[src/rtl/fifo_pkg.sv]
// Shared types and elaboration helpers for the parametrised synchronous FIFO.
// Pointer and count widths are derived from DEPTH alone.
package fifo_pkg;

    typedef enum logic {
        FIFO_STD  = 1'b0,
        FIFO_FWFT = 1'b1
    } fifo_mode_e;

    function automatic int ptr_w(input int depth);
        return (depth > 1) ? $clog2(depth) : 1;
    endfunction

    // One extra bit so that COUNT can represent DEPTH itself.
    function automatic int cnt_w(input int depth);
        return $clog2(depth) + 1;
    endfunction

    function automatic bit is_pow2(input int v);
        return (v > 0) && ((v & (v - 1)) == 0);
    endfunction

    function automatic bit params_ok(input int width, input int depth,
                                     input int ae_level, input int af_level,
                                     input int fwft);
        return (width >= 1) && (depth >= 2) && is_pow2(depth) &&
               (ae_level >= 0) && (ae_level < af_level) &&
               (af_level <= depth) && ((fwft == 0) || (fwft == 1));
    endfunction

endpackage

[src/rtl/fifo_ram.sv]
// Storage array for the FIFO: one synchronous write port, one asynchronous read port.
// Deliberately unreset so synthesis can map it onto distributed or block RAM.
module fifo_ram
    import fifo_pkg::*;
#(
    parameter int WIDTH = 16,
    parameter int DEPTH = 32
) (
    input  logic                    clk,
    input  logic                    we,
    input  logic [ptr_w(DEPTH)-1:0] waddr,
    input  logic [WIDTH-1:0]        wdata,
    input  logic [ptr_w(DEPTH)-1:0] raddr,
    output logic [WIDTH-1:0]        rdata
);

    logic [WIDTH-1:0] mem [DEPTH];

    always_ff @(posedge clk) begin
        if (we) begin
            mem[waddr] <= wdata;
        end
    end

    assign rdata = mem[raddr];

endmodule

[src/rtl/sync_fifo_param.sv]
// Parametrised single-clock FIFO with occupancy count, programmable almost flags,
// overflow/underflow pulses and selectable standard or first-word-fall-through read.
module sync_fifo_param
    import fifo_pkg::*;
#(
    parameter int WIDTH    = 16,
    parameter int DEPTH    = 32,
    parameter int AF_LEVEL = DEPTH - 4,
    parameter int AE_LEVEL = 4,
    parameter int FWFT     = 0
) (
    input  logic                    CLK,
    input  logic                    RST,
    input  logic                    WR,
    input  logic [WIDTH-1:0]        DIN,
    input  logic                    RD,
    output logic [WIDTH-1:0]        DOUT,
    output logic                    DOUT_VALID,
    output logic                    FULL,
    output logic                    EMPTY,
    output logic                    ALMOST_FULL,
    output logic                    ALMOST_EMPTY,
    output logic [cnt_w(DEPTH)-1:0] COUNT,
    output logic                    OVERFLOW,
    output logic                    UNDERFLOW
);

    localparam int PW = ptr_w(DEPTH);
    localparam int CW = cnt_w(DEPTH);
    localparam fifo_mode_e MODE = (FWFT != 0) ? FIFO_FWFT : FIFO_STD;

    typedef logic [PW-1:0] ptr_t;
    typedef logic [CW-1:0] cnt_t;

    localparam cnt_t DEPTH_C = cnt_t'(DEPTH);
    localparam cnt_t AF_C    = cnt_t'(AF_LEVEL);
    localparam cnt_t AE_C    = cnt_t'(AE_LEVEL);

    if (!params_ok(WIDTH, DEPTH, AE_LEVEL, AF_LEVEL, FWFT)) begin : g_param_check
        $fatal(1, "sync_fifo_param: illegal parameters WIDTH=%0d DEPTH=%0d AE=%0d AF=%0d FWFT=%0d",
               WIDTH, DEPTH, AE_LEVEL, AF_LEVEL, FWFT);
    end

    ptr_t             wr_ptr_q;
    ptr_t             rd_ptr_q;
    cnt_t             count_q;
    cnt_t             count_nxt;
    logic             full_q;
    logic             empty_q;
    logic             af_q;
    logic             ae_q;
    logic             ovf_q;
    logic             unf_q;
    logic             rd_acc;
    logic             wr_acc;
    logic [WIDTH-1:0] ram_rdata;

    // A full FIFO still takes a write when a read frees a slot in the same cycle.
    assign rd_acc = RD && !empty_q;
    assign wr_acc = WR && (!full_q || rd_acc);

    always_comb begin
        count_nxt = count_q;
        if (wr_acc && !rd_acc) begin
            count_nxt = count_q + cnt_t'(1);
        end else if (rd_acc && !wr_acc) begin
            count_nxt = count_q - cnt_t'(1);
        end
    end

    fifo_ram #(
        .WIDTH (WIDTH),
        .DEPTH (DEPTH)
    ) u_ram (
        .clk   (CLK),
        .we    (wr_acc),
        .waddr (wr_ptr_q),
        .wdata (DIN),
        .raddr (rd_ptr_q),
        .rdata (ram_rdata)
    );

    // Pointers wrap through their natural width; flags track post-edge occupancy.
    always_ff @(posedge CLK or posedge RST) begin
        if (RST) begin
            wr_ptr_q <= '0;
            rd_ptr_q <= '0;
            count_q  <= '0;
            full_q   <= 1'b0;
            empty_q  <= 1'b1;
            af_q     <= 1'b0;
            ae_q     <= 1'b1;
            ovf_q    <= 1'b0;
            unf_q    <= 1'b0;
        end else begin
            if (wr_acc) begin
                wr_ptr_q <= wr_ptr_q + ptr_t'(1);
            end
            if (rd_acc) begin
                rd_ptr_q <= rd_ptr_q + ptr_t'(1);
            end
            count_q <= count_nxt;
            full_q  <= (count_nxt == DEPTH_C);
            empty_q <= (count_nxt == '0);
            af_q    <= (count_nxt >= AF_C);
            ae_q    <= (count_nxt <= AE_C);
            ovf_q   <= WR && full_q && !rd_acc;
            unf_q   <= RD && empty_q;
        end
    end

    if (MODE == FIFO_FWFT) begin : g_fwft
        assign DOUT       = ram_rdata;
        assign DOUT_VALID = !empty_q;
    end else begin : g_std
        logic [WIDTH-1:0] dout_p1;
        logic             dout_vld_p1;

        // Registered read stage: one cycle from accepted RD to DOUT.
        always_ff @(posedge CLK or posedge RST) begin
            if (RST) begin
                dout_p1     <= '0;
                dout_vld_p1 <= 1'b0;
            end else begin
                dout_vld_p1 <= rd_acc;
                if (rd_acc) begin
                    dout_p1 <= ram_rdata;
                end
            end
        end

        assign DOUT       = dout_p1;
        assign DOUT_VALID = dout_vld_p1;
    end

    assign COUNT        = count_q;
    assign FULL         = full_q;
    assign EMPTY        = empty_q;
    assign ALMOST_FULL  = af_q;
    assign ALMOST_EMPTY = ae_q;
    assign OVERFLOW     = ovf_q;
    assign UNDERFLOW    = unf_q;

endmodule

[config.mk]
export PLATFORM = sky130hd
export DESIGN_NAME = sync_fifo_param
export DESIGN_NICKNAME = d
export VERILOG_FILES = /design/src/rtl/fifo_pkg.sv /design/src/rtl/fifo_ram.sv /design/src/rtl/sync_fifo_param.sv
export SDC_FILE = /design/constraint.sdc
export NUM_CORES = 1
export LEC_CHECK = 0
export BUFFER_PORTS_ARGS = -buffer_cell sky130_fd_sc_hd__buf_4
export CORE_MARGIN = 8
export CORE_UTILIZATION = 55
export CTS_CLUSTER_DIAMETER = 60
export CTS_CLUSTER_SIZE = 14
export DETAILED_ROUTE_END_ITERATION = 7
export GPL_TIMING_DRIVEN = 0
export PLACE_DENSITY = 0.68
export SLEW_MARGIN = 5
export SYNTH_ARGS = -nofsm -noshare
export SYNTH_HDL_FRONTEND = slang
export SYNTH_SLANG_ARGS = --single-unit
[constraint.sdc]
create_clock -name CLK -period 3.55 [get_ports CLK]
set_clock_uncertainty 0.2 [all_clocks]
set_input_delay 0.5325 -clock CLK [delete_from_list [all_inputs] [get_ports CLK]]
set_output_delay 0.5325 -clock CLK [all_outputs]
set_load 0.02 [all_outputs]
==> results by group <==
Drt
  – Via-to-Cell Ratio: 5.99
  – Via count: 10,600
  – Drt pass-1 iters: 5
  – DRC viols: 0
  – Wire per inst: 26.7 um
  – ANT nets after route: 0
  – Initial DRC Count: 951
  – WL final: 47,300 um

Timing
  – Max frequency: 0.288 GHz
  – Final Hold Fails: 0
  – Tightest Pin Transition: 0.914 ns
  – RSZ-0062 raised after global routing: true
  – Final period util: 0.977
  – Slew Limit Fails: 0
  – Slew HR: 0.385
  – Min cycle time layout: 3.47 ns
  – Setup violators final: 0
  – Fin Hold WS: 0.0334 ns

Yosys
  – Multiplexer area fraction after synthesis: 0.144
  – FF+latch count, synth: 551
  – Synth Instances: 1,093
  – Area fraction in compound gates after synthesis: 0.0299
  – Number of enable flip-flop cells after synthesis: 512
  – Post-Syn Nets: 1,120
  – Simple-Gate Fraction of Synth Area: 0.0341
  – Register area share after synthesis: 0.766
  – Ys Warns: 0
  – Asr flop ratio synth: 0.0708
  – Largest family of logic cells by synthesized area: multiplexers
  – Synthesized-area fraction occupied by adder cells: 0.00410
  – Yosys cell types: 47
  – Avg Cell Area, Syn: 19.5 sq um
  – Post-Synth XOR/XNOR Area: 0.00527
  – Predominant post-synthesis flop cell: edfxtp_1
  – Synthesized cell area: 21,300 sq um

Finish
  – Share of cells above drive strength 1: 0.233
  – Final Util: 0.629
  – Area Overhead vs Synth: 13.4%
  – Final net count: 1,246
  – N_diodes: 0
  – Non-Filler Instances: 1,773

Global route
  – First-pass GRT wire length: 70,400 um
  – GRT overflow: 0
  – Largest net degree at the start of global routing: 35
  – Vias in the first global route: 10,900
  – Antenna violations before repair: 0
  – Total GRT Usage: 0.213

Die
  – Die footprint: 45,400 sq um
  – Initial Util: 0.555
  – Io pins: 49
  – Num rows: 72
  – Core area: 38,500 sq um
  – Die Y: 213 um
  – Die Span X: 213 um

CTS
  – CTS Sinks: 551
  – CTS clk-pin slew, worst paths: 0.07 ns
  – Post-CTS resize count: 0
  – Clk Latency, worst-skew pair: 0.56 ns
  – Number of CTS-inserted buffers: 45
  – Clock root buffer: clkbuf_16
  – Clk buf depth: 3
  – CTS tree: done
  – H-tree level count: 2
  – Buffer count from post-CTS setup fixing: 0

Power and ir drop
  – Max VDD drop: 0.316 mV
  – Pwr Density: 747 nW/um^2
  – Leakage: 0.00809 uW
  – Total Power: 18,100 uW

Setup path
  – Flop2flop setup slack: 0.08 ns
  – CP cell instances: nand2b_1, buf_6, a21boi_1, nand2_1, nor2_2
  – Crit-path slowest cell: nor2_2
  – Critical Path AT: 3.43 ns
  – Worst Path Max Fanout: 16
  – Max incr delay on CP: 0.89 ns
  – Setup crit end kind: flop
  – Setup Crit Path Kind: flop to flop
  – WP data required: 3.52 ns
  – Critical Path Start Type: flop

Placed design
  – DP HPWL: 30,800 um
  – PortBufs: 48
  – Number of instances in the placed design: 1,689
  – Final Wtd Congestion: 0.845

Min path
  – Hold Path Class: input pin to flop

Outcome
  – Status: completed

Run
  – Max-cap violations: 0
[logic make-up after synthesis]
kind of cell	after synthesis
XOR/XNOR	12
flip-flops	551
AO/OA/AOI/OAI	95
adder cells (fa/ha/maj)	7
AND/OR/NAND/NOR	151
buffers and inverters	69
multiplexers	208
[cell usage in the layout (no fill, tap or decap), types with 2 or more instances in the layout]
master,count
clkbuf_1,48
buf_8,23
buf_4,58
nor3_1,16
inv_2,2
or3_1,2
inv_1,6
a211oi_1,16
or2_2,2
nand2b_1,3
mux4_2,80
edfxtp_1,512
buf_1,5
nor2b_1,2
buf_2,28
nand3b_1,3
xnor2_1,10
mux2i_1,128
o21ai_0,9
nand2_1,20
o22ai_1,48
and3_1,2
o21a_1,15
nor2_2,32
nand3_1,4
nand4_1,3
ha_1,7
dfrtp_1,37
buf_6,8
dfstp_2,2
clkbuf_16,47
nor4_1,18
nor2_1,37
[power breakdown]
group | switching, uW | leakage [uW] | internal [uW] | total, uW
sequential | 257 | 0.00507 | 7670 | 7920
clock | 2150 | 0.000634 | 2500 | 4650
combinational | 3280 | 0.00238 | 2250 | 5520
[per-stage QoR]
stage | setup TNS [ns] | worst slack [ns] | instance area [sq um]
final | 0 | 0.0818 | 24200
after global routing | -0.159 | -0.0138 | 24200
after CTS | 0 | 0.203 | 24200
after detailed placement | 0 | 0.0332 | 22900
after global placement | -128.65 | -0.417 | 22400
after floorplan | 0 | 0.793 | 21300
[routing by layer]
| metal | part of all wire | GRT usage |
|---|---|---|
| met3 | 0.070 | 0.0360 |
| met4 | 0.034 | 0.0769 |
| met2 | 0.46 | 0.329 |
| met5 | 0 | 0 |
| met1 | 0.43 | 0.307 |
[Yosys cell counts (2+ instances only)]
master,number,share of area
nand2b_1,3,0.00088
xnor2_1,10,0.0041
nand2_1,20,0.0035
dfrtp_1,37,0.043
edfxtp_1,512,0.72
mux4_2,80,0.084
nor3_1,16,0.0038
or2_2,2,0.00059
nand4_1,3,0.00088
and3_1,2,0.00059
nor2b_1,2,0.00059
o21a_1,15,0.0053
or3_1,2,0.00059
inv_1,7,0.0012
ha_1,7,0.0041
dfstp_2,2,0.0025
buf_2,28,0.0066
buf_4,10,0.0035
o21ai_0,9,0.0021
nand3_1,4,0.00094
buf_1,5,0.00088
a211oi_1,16,0.0056
mux2i_1,128,0.060
nor2_1,69,0.012
nand3b_1,3,0.0011
nor4_1,18,0.0053
clkbuf_1,15,0.0026
buf_6,2,0.0011
o22ai_1,48,0.014
[worst paths after layout]
| check | from | to | cells after the start |
|---|---|---|---|
| setup reg to reg | EMPTY | u_ram.mem[8][10] | 5 |
| min in group asynchronous | RST | FULL | 3 |
| max in group asynchronous | RST | EMPTY | 4 |
| hold / removal | RD | UNDERFLOW | 2 |
| hold reg to reg | rd_ptr_q[4] | rd_ptr_q[4] | 1 |
| setup / recovery | EMPTY | u_ram.mem[8][10] | 5 |
[what timing repair did]
action                     4_1_cts  5_1_grt
hold buffers                     1        0
hold endpoints to repair        38        0
setup endpoints to repair        0       14
[state kept, by name, indices dropped and copies added (netlist names), 5 cells and up]
name,count
rd_ptr_q,5
wr_ptr_q,5
DOUT,16
u_ram.mem,512
COUNT,6
[critical path: cells and delay by family (launching register included)]
kind                   cells  cell delay, ns
AND/OR/NAND/NOR            3            1.67
AO/OA/AOI/OAI              1            0.67
flip-flops                 1            0.39
buffers and inverters      1            0.15
[area by class of cell]
class	count	area, sq um
Multi-Input combinational cell	473	4730
Buffer	61	318
Clock buffer	81	1310
Fill cell	2668	14300
Tap cell	518	648
Timing Repair Buffer	79	803
Sequential cell	551	16400
Clock inverter	2	17.5
Inverter	8	30.0
No activity file was read; power rests on OpenSTA's default activity.
